`config.mk`:
```
export PLATFORM = sky130hd
export DESIGN_NAME = slice_serial_adder
export DESIGN_NICKNAME = d
export VERILOG_FILES = /design/src/rtl/slice_serial_adder.sv
export SDC_FILE = /design/constraint.sdc
export NUM_CORES = 1
export LEC_CHECK = 0
export CAP_MARGIN = 20
export CELL_PAD_IN_SITES_DETAIL_PLACEMENT = 1
export CELL_PAD_IN_SITES_GLOBAL_PLACEMENT = 1
export CORE_MARGIN = 2
export CORE_UTILIZATION = 36
export DETAILED_ROUTE_END_ITERATION = 10
export HOLD_SLACK_MARGIN = 0.15
export MAX_ROUTING_LAYER = met4
export PLACE_DENSITY_LB_ADDON = 0.1
export SYNTH_ARGS = -nofsm -noshare
export SYNTH_HDL_FRONTEND = slang
export SYNTH_SLANG_ARGS = --single-unit
```
`constraint.sdc`:
```
create_clock -name clock -period 4.3 [get_ports clock]
set_input_delay 1.29 -clock clock [delete_from_list [all_inputs] [get_ports clock]]
set_output_delay 1.29 -clock clock [all_outputs]
set_load 0.02 [all_outputs]
```
`src/rtl/slice_serial_adder.sv`:
```
// Bit-serial-by-slice adder: adds WIDTH-bit operands 3 bits per clock using carry-lookahead slices.
// Optional macro SLICE_SERIAL_ADDER_OVF_EN adds a registered two's-complement overflow output io_ovf.
module slice_serial_adder #(
    parameter int WIDTH = 12
) (
    input  logic             clock,
    input  logic             reset,
    input  logic             io_in_valid,
    output logic             io_in_ready,
    input  logic [WIDTH-1:0] io_a,
    input  logic [WIDTH-1:0] io_b,
    input  logic             io_c_in,
    output logic             io_out_valid,
    input  logic             io_out_ready,
    output logic [WIDTH-1:0] io_s,
    output logic             io_c_out,
`ifdef SLICE_SERIAL_ADDER_OVF_EN
    output logic             io_ovf,
`endif
    output logic             io_pg,
    output logic             io_busy
);

    // state | meaning
    // IDLE  | waiting for an operand set (io_in_ready high once reset is synchronized)
    // RUN   | one 3-bit slice added per cycle, slice index k counts up
    // DONE  | result held on io_s/io_c_out/io_pg until io_out_ready

    localparam int NSLICE = WIDTH / 3;
    localparam int KW = (NSLICE > 1) ? $clog2(NSLICE) : 1;
    localparam logic [KW-1:0] K_LAST = KW'(NSLICE - 1);

    typedef enum logic [1:0] {
        IDLE = 2'd0,
        RUN  = 2'd1,
        DONE = 2'd2
    } state_t;

    state_t           state;
    logic             rst_meta;
    logic             rst_sync;
    logic             in_ready_q;
    logic [WIDTH-1:0] a_q;
    logic [WIDTH-1:0] b_q;
    logic [KW-1:0]    k;

    logic [2:0] sa;
    logic [2:0] sb;
    logic [2:0] g;
    logic [2:0] p;
    logic [3:0] c;
    logic [2:0] sum;

    // Release is synchronized so the FSM cannot accept on a metastable reset edge.
    always_ff @(posedge clock or negedge reset) begin
        if (!reset) begin
            rst_meta <= 1'b0;
            rst_sync <= 1'b0;
        end else begin
            rst_meta <= 1'b1;
            rst_sync <= rst_meta;
        end
    end

    always_comb begin
        sa   = a_q[3*k +: 3];
        sb   = b_q[3*k +: 3];
        g    = sa & sb;
        p    = sa | sb;
        c[0] = io_c_out;
        c[1] = g[0] | (p[0] & c[0]);
        c[2] = g[1] | (p[1] & g[0]) | (p[1] & p[0] & c[0]);
        c[3] = g[2] | (p[2] & g[1]) | (p[2] & p[1] & g[0]) | (p[2] & p[1] & p[0] & c[0]);
        sum  = sa ^ sb ^ c[2:0];
    end

    assign io_in_ready = in_ready_q;

    always_ff @(posedge clock or negedge reset) begin
        if (!reset) begin
            state        <= IDLE;
            in_ready_q   <= 1'b0;
            a_q          <= '0;
            b_q          <= '0;
            k            <= '0;
            io_c_out     <= 1'b0;
            io_s         <= '0;
            io_pg        <= 1'b0;
            io_out_valid <= 1'b0;
            io_busy      <= 1'b0;
`ifdef SLICE_SERIAL_ADDER_OVF_EN
            io_ovf       <= 1'b0;
`endif
        end else begin
            case (state)
                IDLE: begin
                    if (in_ready_q && io_in_valid) begin
                        a_q        <= io_a;
                        b_q        <= io_b;
                        io_c_out   <= io_c_in;
                        k          <= '0;
                        io_pg      <= 1'b1;
                        io_busy    <= 1'b1;
                        in_ready_q <= 1'b0;
                        state      <= RUN;
                    end else begin
                        in_ready_q <= rst_sync;
                    end
                end
                RUN: begin
                    io_s[3*k +: 3] <= sum;
                    io_c_out       <= c[3];
                    io_pg          <= io_pg & (&p);
                    k              <= k + 1'b1;
                    if (k == K_LAST) begin
                        io_busy      <= 1'b0;
                        io_out_valid <= 1'b1;
`ifdef SLICE_SERIAL_ADDER_OVF_EN
                        // carry into the MSB is c[2] of the top slice
                        io_ovf       <= c[2] ^ c[3];
`endif
                        state        <= DONE;
                    end
                end
                DONE: begin
                    if (io_out_ready) begin
                        io_out_valid <= 1'b0;
                        in_ready_q   <= 1'b1;
                        state        <= IDLE;
                    end
                end
                default: begin
                    state <= IDLE;
                end
            endcase
        end
    end

endmodule

```
-- Word-level counts from Yosys, hierarchy flattened
Index checks and enable logic that the tools add are counted.
- shift operators: 4
- add/sub/neg operators: 2
- mux-type cells: 19
- bitwise logic cells: 20
- multiply operators: 1
- reduce and logical (&&, ||, !) cells: 12
- equal/unequal tests: 6
- operators by type and width (kind ; number):
    negator 4 -> 34 bit ; 1
    variable shift 3 x 34 -> 12 bit, first input constant ; 1
    indexed part select 3 x 34 -> 12 bit ; 1
    indexed part select 12 x 5 -> 3 bit ; 2
    bitwise mux 12 bit ; 1
    AND reduction 3 bit ; 4
    AND 1 bit ; 10
    case mux 1 bit (2 select lines) ; 5
    two-way mux 2 bit ; 4
    two-way mux 1 bit ; 7
    inequality test 2 bit, second input constant ; 3
    OR 1 bit ; 6
    case mux 2 bit (3 select lines) ; 1
    AND reduction 2 bit ; 3
    nonzero test 2 bit ; 3
    bitwise XOR 3 bit ; 2
    == test 2 bit, second input constant ; 2
    multiplier 2 x 2 -> 4 bit, first input constant ; 1
    case mux 2 bit (2 select lines) ; 1
    AND 3 bit ; 1
    OR 3 bit ; 1
    adder 2 x 1 -> 2 bit, second input constant ; 1
    == test 2 x 1 -> 1 bit, second input constant ; 1
    zero test 2 bit ; 1
    logical AND 1 bit ; 1
- register bits: 47
- input bits: 29

-- Depth between registers and ports, before layout
- word-level depth: 9
- depth in mapped cells: 8

-- Worst setup path after synthesis
Ideal clock, no wire load.
- kind: register to register
- start point: reg k[0]
- end point: reg io_s[11]
- required time: 4.179 ns
- arrival: 2.015 ns
- path slack: 2.164 ns
- stages on the path, launching flop included: 7
- cells stage by stage: dfrtp_1 > buf_4 > mux4_2 > ha_1 > o31ai_2 > xnor2_1 > a22o_1
- word-level cells in the longest chain between the ends: 9
- RTL lines (what ; RTL line ; RTL):
    start: declaration ; 45 ; logic [KW-1:0] k;
    start signal: assignment ; 114 ; k <= k + 1'b1;
    multiplier 2 x 2 -> 4 bit (*) ; 66, 67, 111 ;
    indexed part select 12 x 5 -> 3 bit (on tied branches) ; 66, 67 ;
    OR 3 bit or AND 3 bit (tied branches) ; 69, 68 ;
    AND 1 bit ; 72 ; c[2] = g[1] | (p[1] & g[0]) | (p[1] & p[0] & c[0]);
    OR 1 bit or AND 1 bit (tied branches) ; 72 ;
    OR 1 bit ; 72 ;
    bitwise XOR 3 bit ; 74 ; sum = sa ^ sb ^ c[2:0];
    indexed part select 3 x 34 -> 12 bit ; 111 ; io_s[3*k +: 3] <= sum;
    bitwise mux 12 bit (*) ; 111 ;
    end signal: indexed assignment ; 111 ;
    end: declaration ; 15 ; output logic [WIDTH-1:0] io_s,
Every way passes the cells marked *; elsewhere a longest branch is shown, timed or not.
A chain may end at the register's enable or synchronous reset.

-- Final worst setup path
- start point: reg io_c_out
- end point: out io_c_out
- RTL lines (what ; RTL line ; RTL):
    start: declaration ; 16 ; output logic io_c_out,
    start signal: assignment ; 100 ; io_c_out <= io_c_in;
    start signal: assignment ; 112 ; io_c_out <= c[3];
No word-level cell between the ends.

==> impl_metrics.py <==
metrics = {
    "worst_setup_path": {
        "ff2ff_path_depth": 7,
        "r2r_end": "io_s[8]",
        "end_kind": "output pin",
        "startpoint": "io_c_out",
        "cp.arrival_ns": 1.38,
        "critPathBufInv": 1,
        "startpoint_type": "flip-flop",
        "crit_fanout": 4,
        "worstPathRequired_ns": 3.01,
        "cp_top_family": "buffers and inverters",
        "rrSetupSlack_ns": 1.63,
        "worst_path_largest_cell_delay_ns": 0.64,
        "path_class": "reg -> out",
        "path_cells": "clkdlybuf4s50_1",
        "crit_slowest_cell": "clkdlybuf4s50_1",
        "r2r_start": "k[0]",
    },
    "timing": {
        "fin_crit_sh_pct": 62.2,
        "slew_viol_final": 0,
        "hold_slack_ns": 0.358,
        "tightest_slew_ns": 0.775,
        "setup_viol": 0,
        "fmax_mhz": 374,
        "fin_setup_tns_ns": 0,
        "slew-limit-headroom_pct": 48.4,
        "rsz0062_at_grt": "no",
        "min_period_ns": 2.67,
        "hold_viol_final": 0,
        "skew_ns": 0.00451,
    },
    "logic_synthesis": {
        "syn_inst": 215,
        "avgSynthCellArea_sq_um": 10.5,
        "ys_types": 32,
        "ys_warn_count": 0,
        "synth_top_family_by_area": "simple AND/OR/NAND/NOR gates",
        "synth-compound-area-share_pct": 8.31,
        "synth_xor_area_share_pct": 0.776,
        "synth_adder_area_share_pct": 7.54,
        "synthesis.area_sq_um": 2260,
        "synthMuxAreaShare_pct": 5.99,
        "syn_nets": 257,
        "synth-simple-area-share_pct": 20.9,
        "ys_ff_latch": 47,
        "seq_area_frac_synth_pct": 52.1,
    },
    "power_and_ir_drop": {
        "intPower_mw": 1.27,
        "leakage_nw": 1.36,
        "power_switching_mw": 0.924,
        "netSwitchingFraction_pct": 42.1,
        "combinationalPowerShare_pct": 49.7,
        "pwr-share-clk_pct": 14.4,
        "peakVddDrop_uv": 285,
        "seqPwrFrac_pct": 35.8,
        "pwr_density_cell_nw_per_um2": 765,
    },
    "min_path": {
        "hold_end": "rst_sync",
        "worst_hold_path.num_cells": 0,
        "hold_path_class": "reg -> reg",
        "hold_start": "rst_meta",
    },
    "detailed_routing": {
        "drc": 0,
        "vias": 1641,
        "routedWlPerCell_um": 14.5,
        "viasPerCell": 4.88,
        "drt_wl_total_mm": 4.87,
        "dr.pass1.iters": 4,
        "drtIter0Drc": 52,
        "drtAntennaViolNets": 0,
    },
    "floorplan": {
        "core_sq_um": 5990,
        "rows": 28,
        "fp.dieArea_sq_um": 6920,
        "die-height_um": 83.2,
        "die_w_um": 83.2,
        "pin_count": 46,
        "initial_core_util_pct": 37.7,
    },
    "layout": {
        "drive_gt1_share_pct": 8.43,
        "antenna_cells": 0,
        "nFillCells": 667,
        "synthToLayoutAreaGrowth_pct": 27.1,
        "final_util_pct": 47.9,
        "layout.nets": 303,
    },
    "clock_network": {
        "postCtsSetupBuffers": 0,
        "worstSkewPairLatency_ns": 0.30,
        "cts-root-buf": "clkbuf_8",
        "cts.sinks": 47,
        "h-tree-depth": 2,
        "clk_pin_slew_worst_paths_ns": 0.09,
        "ctsHoldBuffers": 0,
        "post_cts_resized": 0,
        "cts_made_buffers": 5,
        "cts_tree": "done",
        "clockBufferDepth": 2,
    },
    "placed_design": {
        "dp.final_hpwl_mm": 3.41,
        "gp_congestion": 0.757,
        "io_buffers": 45,
    },
    "global_routing": {
        "antenna_found_initial": 0,
        "track_usage_pct": 15.7,
        "grt_max_degree": 48,
        "first_global_vias": 1720,
        "grt_pass1_wl_mm": 8.48,
        "grt_overflow_total": 0,
    },
    "job": {
        "drv_cap": 0,
    },
    "outcome": {
        "status": "finished, final reports clean",
    },
}
layout by cell type, fill, tap and decap left out:
cell type and count:
clkdlybuf4s50_1 44, fa_1 1, nand2b_1 3, xnor2_1 1, nand3_2 1, o31ai_2 1, a21o_1 1, a21oi_1 5
xor2_1 1, buf_2 1, o31ai_1 1, nand2_1 85, dfrtp_1 47, mux4_2 6, and3_1 1, nor2_1 2
a22o_1 12, bufinv_16 1, conb_1 1, a311o_1 1, buf_4 1, and3b_1 1, nor4_4 2, inv_1 10
nor2b_1 1, nor3_2 2, nor2_4 1, ha_1 12, nand4_1 1, nor3_1 2, clkbuf_8 5, nand3_1 1
clkbuf_1 1, o21ai_0 4, buf_12 1
worst max path at each step:
stage | slack (ns) | depth (start not counted) | end
global route | 1.37 | 7 | io_s[2]
finish | 1.63 | 1 | io_c_out
floorplan | 2.16 | 6 | io_s[11]
CTS | 1.59 | 7 | io_s[5]
detailed placement | 1.42 | 3 | io_c_out
global placement | 1.41 | 3 | io_c_out
power by group through the flow:
stage | Clock [mW] | Combinational [mW] | Sequential (mW)
floorplan | 0 | 0.740 | 0.795
global route | 0.346 | 1.22 | 0.824
CTS | 0.328 | 1.11 | 0.795
global placement | 0 | 1.08 | 0.794
finish | 0.316 | 1.09 | 0.787
detailed placement | 0 | 1.10 | 0.804
cell usage after synthesis:
cell | n | area, sq um
a21o_1 | 1 | 7.51
a21oi_1 | 5 | 25.0
a22o_1 | 12 | 105
a311o_1 | 1 | 10.0
and3_1 | 1 | 6.26
and3b_1 | 1 | 8.76
buf_2 | 1 | 5.00
buf_4 | 3 | 22.5
buf_6 | 2 | 22.5
clkbuf_1 | 2 | 7.51
conb_1 | 1 | 3.75
dfrtp_1 | 47 | 1180
fa_1 | 1 | 20.0
ha_1 | 12 | 150
inv_1 | 10 | 37.5
mux4_2 | 6 | 135
nand2_1 | 85 | 319
nand2b_1 | 3 | 18.8
nand3_1 | 1 | 5.00
nand3_2 | 1 | 10.0
nand4_1 | 1 | 6.26
nor2_1 | 2 | 7.51
nor2_4 | 1 | 11.3
nor2b_1 | 1 | 6.26
nor3_1 | 2 | 10.0
nor3_2 | 2 | 20.0
nor4_4 | 2 | 42.5
o21ai_0 | 4 | 20.0
o31ai_1 | 1 | 7.51
o31ai_2 | 1 | 12.5
xnor2_1 | 1 | 8.76
xor2_1 | 1 | 8.76
registers in the layout, indices dropped and copies added (netlist names):
register / flops
state: 2
k: 2
a_q: 12
io_s: 12
io_pg: 1
io_out_valid: 1
io_in_ready: 1
io_c_out: 1
rst_sync: 1
io_busy: 1
rst_meta: 1
b_q: 12
per-stage QoR:
step | setup slack (ns) | instances | total power, mW | cell area (sq um)
after floorplan | 2.16 | 215 | 1.53 | 2260
after global routing | 1.37 | 336 | 2.39 | 2870
after detailed placement | 1.42 | 328 | 1.91 | 2750
after CTS | 1.59 | 335 | 2.24 | 2850
final | 1.63 | 336 | 2.19 | 2870
after global placement | 1.41 | 328 | 1.88 | 2750
layer usage:
layer / vias up / global-route usage, % / wire, um
li1: 797 / - / -
met1: 810 / 19.6 / 2150
met2: 28 / 25.7 / 2490
met3: 6 / 3.38 / 164
met4: 0 / 4.92 / 67
met5: - / - / 0
kinds of logic after synthesis:
| family | Yosys count |
|---|---|
| fa+ha+maj | 13 |
| buf+inv | 18 |
| xor+xnor | 2 |
| flops | 47 |
| compound gates | 25 |
| simple gates | 103 |
| other cells | 1 |
| mux | 6 |
layout make-up:
| cell class | instances | area, sq um | area share (%) |
|---|---|---|---|
| Multi-Input combinational cell | 150 | 986 | 34.4 |
| Tap cell | 75 | 93.8 | 3.27 |
| Clock buffer | 6 | 72.6 | 2.53 |
| Timing Repair Buffer | 47 | 473 | 16.5 |
| Clock inverter | 1 | 30.0 | 1.05 |
| Inverter | 10 | 37.5 | 1.31 |
| Sequential cell | 47 | 1180 | 41.0 |
worst register-to-register path, delay by kind of cell (launching register included):
family                   cells  cell delay (ns)
AO/OA/AOI/OAI                2             0.49
buffers and inverters        1             0.08
XOR/XNOR                     1             0.23
AND/OR/NAND/NOR              1             0.07
adder cells (fa/ha/maj)      1             0.18
flip-flops                   1             0.85
multiplexers                 1             0.66
No activity file was read; power rests on OpenSTA's default activity.
==> edit 1: new RTL, same flow settings <==
Change the parameter `WIDTH` from 12 to 16.
--- a/src/rtl/slice_serial_adder.sv
+++ b/src/rtl/slice_serial_adder.sv
@@ -1,7 +1,7 @@
 // Bit-serial-by-slice adder: adds WIDTH-bit operands 3 bits per clock using carry-lookahead slices.
 // Optional macro SLICE_SERIAL_ADDER_OVF_EN adds a registered two's-complement overflow output io_ovf.
 module slice_serial_adder #(
-    parameter int WIDTH = 12
+    parameter int WIDTH = 16
 ) (
     input  logic             clock,
     input  logic             reset,
Interface: changed (resized io_a, io_b and io_s); port bits go from 46 to 58. No check against the original RTL was run, so the function may have changed too.
==> edit 1 against the original RTL <==
Final cell count increased by 38%; routed wire length increased by 40%; power increased by 33%; cell area up 31%; clock power increased by 63%; area after synthesis up 28%; global-route usage increased by 1.9 points; sequential cell count is 13 higher; setup slack lost 0.077 ns.
==> edit 1: results (changes against the original RTL) <==
met2 routed WL 3.49 mm (+40%); Post-Synth XOR/XNOR Area 0.00908 (+0.00132); grt met3 use 0.0417 (+0.00794); Avg Cell Area, Syn 9.68 um^2 (-7.8%); cell count after placement 447 (+36%); Worst-Skew Late Latency 0.34 ns (+0.04 ns); number of global-route vias before repair 2,334 (+36%); largest registers a_q (16), b_q (16), io_s (16); drt wl/cell 14.7 um (+1.3%); Unique masters post-synth 35 (+9.4%); Lkg Pwr 1.77 nW (+31%); Crit path largest cell delay 0.61 ns (-0.03 ns); mux contribution to synthesized area 0.0964 (+0.0365); DRT iter0 DRCs 55 (+5.8%); Synth area leaders dfrtp_1 52%, nand2_1 14%, ha_1 4.8%; Peak VDD IR 0.233 mV (-18%); Seq/Total Area, Yosys 0.519 (-0.00226); Num CTS Buffers 9 (+4); DP Wirelength 4.83 mm (+42%); share of layout cells above drive strength 1 0.0942 (+0.00989); WP data arrival 2.97 ns (+1.59 ns); Seq group 1.01 mW (+28%); worst-path maximum fanout 11 (+7); placed inst area 0.00354 mm^2 (+29%); Worst-path clk slew 0.06 ns (-0.03 ns); drt total wl 6.80 mm (+40%); GR Util met2 0.297 (+0.0394); Slowest cell on crit path dfrtp_1; status finished, final reports clean; adder-cell share of the synthesized area 0.0545 (-0.0209); placer congestion estimate 0.805 (+6.3%); compound-cell area share of the yosys netlist 0.0661 (-0.0170); Setup WS pre-CTS 1.56 ns (+0.141 ns); first-pass GRT wire length 11.3 mm (+34%); H-tree depth 3 (+1); worst-margin pin slew 0.623 ns (-0.152 ns); Switch Pwr 1.21 mW (+31%); R2R setup slack 1.55 ns (-0.08 ns); met1 Usage GRT 0.204 (+0.00797); NumNets Final 405 (+34%); Overall Global Routing Usage 0.176 (+0.0185); Crit path max-delay family multiplexers; Post-synth top cells 111 x nand2_1, 60 x dfrtp_1, 14 x nor2_1, 11 x ha_1, 11 x mux2i_1
[edit 1: cell count changes after synthesis, sizes merged, moves of 5 or more]
cell / before / now
mux2: 0 / 11
dfrtp: 47 / 60
a22o: 12 / 2
a21oi: 5 / 10
nor2: 3 / 14
nand2: 85 / 111
mux2i: 0 / 11
[edit 1: worst max path at each step]
stage	startpoint	to	slack, ns	depth (start not counted)
floorplan	k[0]	io_s[8]	1.79	8
global placement	k[0]	io_s[4]	1.65	7
detailed placement	k[0]	io_s[8]	1.56	7
CTS	k[0]	io_s[4]	1.55	7
global route	k[0]	io_s[4]	1.32	7
finish	k[0]	io_s[8]	1.55	7
[edit 1: cell type report]
| type | instances | area [um^2] |
|---|---|---|
| flip-flops and latches | 60 | 1500 |
| multi-input cells | 217 | 1290 |
| repair buffers | 61 | 596 |
| well taps | 102 | 128 |
| fillers | 896 | 4020 |
| clock buffers | 12 | 155 |
| inverters | 7 | 26.3 |
| clock inverters | 4 | 47.5 |
==> edit 2: new RTL, config.mk and constraints unchanged <==
Made on the original files. Re-encode `state_t` (3 states) as one-hot, 3 bits wide.
--- a/src/rtl/slice_serial_adder.sv
+++ b/src/rtl/slice_serial_adder.sv
@@ -30,10 +30,10 @@
     localparam int KW = (NSLICE > 1) ? $clog2(NSLICE) : 1;
     localparam logic [KW-1:0] K_LAST = KW'(NSLICE - 1);
 
-    typedef enum logic [1:0] {
-        IDLE = 2'd0,
-        RUN  = 2'd1,
-        DONE = 2'd2
+    typedef enum logic [2:0] {
+        IDLE = 3'b001,
+        RUN  = 3'b010,
+        DONE = 3'b100
     } state_t;
 
     state_t           state;
Check against the original RTL: no difference found for any inputs over 10 cycles, from zero or initial values and one cycle with reset low; not proved beyond that.
==> edit 2 against the original RTL <==
Setup slack lost 0.084 ns; sequential power is 3.4% lower; area after synthesis up 2.8%; sequential cell count rose by 1; cell area up 4.3%; routed wire length up 0.66%; critical path depth is 6 higher; die area increased by 2.6%; power shrank 2.0%; critical path type is now reg -> reg; largest cell class unchanged.
==> edit 2: results (changes against the original RTL) <==
ys async rst share 1.00 (unchanged); IO Port Bufs 45 (unchanged); GR Overflow Total 0 (unchanged); Fill cells 659 (-1.2%); DP Wirelength 3.58 mm (+5.0%); placed inst area 0.00281 mm^2 (+2.5%); Peak VDD IR 0.281 mV (-1.1%); status finished, final reports clean; share of layout cells above drive strength 1 0.196 (+0.112); NumNets Final 265 (-13%); worst-path maximum fanout 15 (+11); Synth area leaders dfrtp_1 51%, mux2_2 9.2%, ha_1 6.5%; WP data arrival 2.95 ns (+1.57 ns); Synth warnings 0 (unchanged); skew final 0.00874 ns (+0.00423 ns); Post-synth top cells 47 x dfrtp_1, 19 x mux2_2, 15 x nand2_1, 12 x ha_1, 11 x a22o_1; antenna cells 0 (unchanged); Worst-Skew Late Latency 0.30 ns (about the same); drt wl/cell 16.3 um (+12%); number of global-route vias before repair 1,705 (-0.87%); Seq/Total Area, Yosys 0.518 (-0.00273); cell count after placement 292 (-11%); Overall Global Routing Usage 0.156 (-0.00164); largest net degree at the start of global routing 49 (+2.1%); Post-Syn Nets 219 (-15%); DRT iter0 DRCs 37 (-29%); placer congestion estimate 0.793 (+4.9%); Slowest cell on crit path dfrtp_1; Unique masters post-synth 35 (+9.4%); worst-margin pin slew 0.690 ns (-0.0844 ns); CTS root buffer clkbuf_8; first-pass GRT wire length 8.54 mm (+0.73%); vias 1,554 (-5.3%); Lkg Pwr 1.30 nW (-4.1%); Avg Cell Area, Syn 13.1 um^2 (+25%); Via density 5.16 (+5.7%); CTS resizes 0 (unchanged); H-tree depth 2 (unchanged); Crit path largest cell delay 0.79 ns (+0.15 ns); achievable clock frequency 362 MHz (-3.1%); DRT Pass-1 Iters 4 (unchanged); largest registers a_q (12), b_q (12), io_s (12); Crit path max-delay family flip-flops
[edit 2: path summary, 6_finish.rpt]
kind | start | end | slack (ns) | depth (start not counted)
max in group asynchronous | reset | state[0] | 2.94 | 2
min | rst_meta | rst_sync | 0.35 | 0
max | k[0] | io_s[2] | 1.54 | 7
max reg2reg | k[0] | io_s[2] | 1.54 | 7
min reg2reg | rst_meta | rst_sync | 0.35 | 0
min in group asynchronous | reset | io_s[6] | 0.83 | 1
[edit 2: cells by family after synthesis]
logic type,synth area share
other,0.00162
XOR/XNOR,0.00755
flip-flops,0.518
buffers and inverters,0.0351
AND/OR/NAND/NOR,0.0938
adder cells (fa/ha/maj),0.0734
AO/OA/AOI/OAI,0.0831
multiplexers,0.187
[edit 2: where the power goes]
part,leakage (nW),switching [mW],internal [mW]
combinational,0.629,0.479,0.471
clock,0.0784,0.151,0.291
sequential,0.594,0.146,0.613
total,1.30,0.776,1.38
[edit 2: layout make-up]
cell class,instances,area share
timing repair buffer,46,0.156
clock inverter,3,0.0301
clock buffer,5,0.0230
tap,77,0.0322
inverter,9,0.0113
sequential,48,0.402
multi-input combinational,113,0.346
[edit 2: per-layer routing]
| layer | routed length (um) | part of all wire | vias up | global-route usage |
|---|---|---|---|---|
| met3 | 148 | 0.030 | 7 | 0.0305 |
| met2 | 2550 | 0.52 | 29 | 0.266 |
| met1 | 2130 | 0.44 | 800 | 0.188 |
| met4 | 62 | 0.013 | 0 | 0.0440 |
| li1 | - | - | 718 | - |
| met5 | 0 | 0 | - | - |
[edit 2: per-stage QoR]
step           utilization  hold WS (ns)  worst slack (ns)
3_3_place_gp         0.448         0.334              1.40
5_1_grt              0.477         0.367              1.38
6_report             0.477         0.353              1.54
2_1_floorplan            -         0.331              1.90
3_5_place_dp         0.448         0.337              1.35
4_1_cts              0.474         0.357              1.50
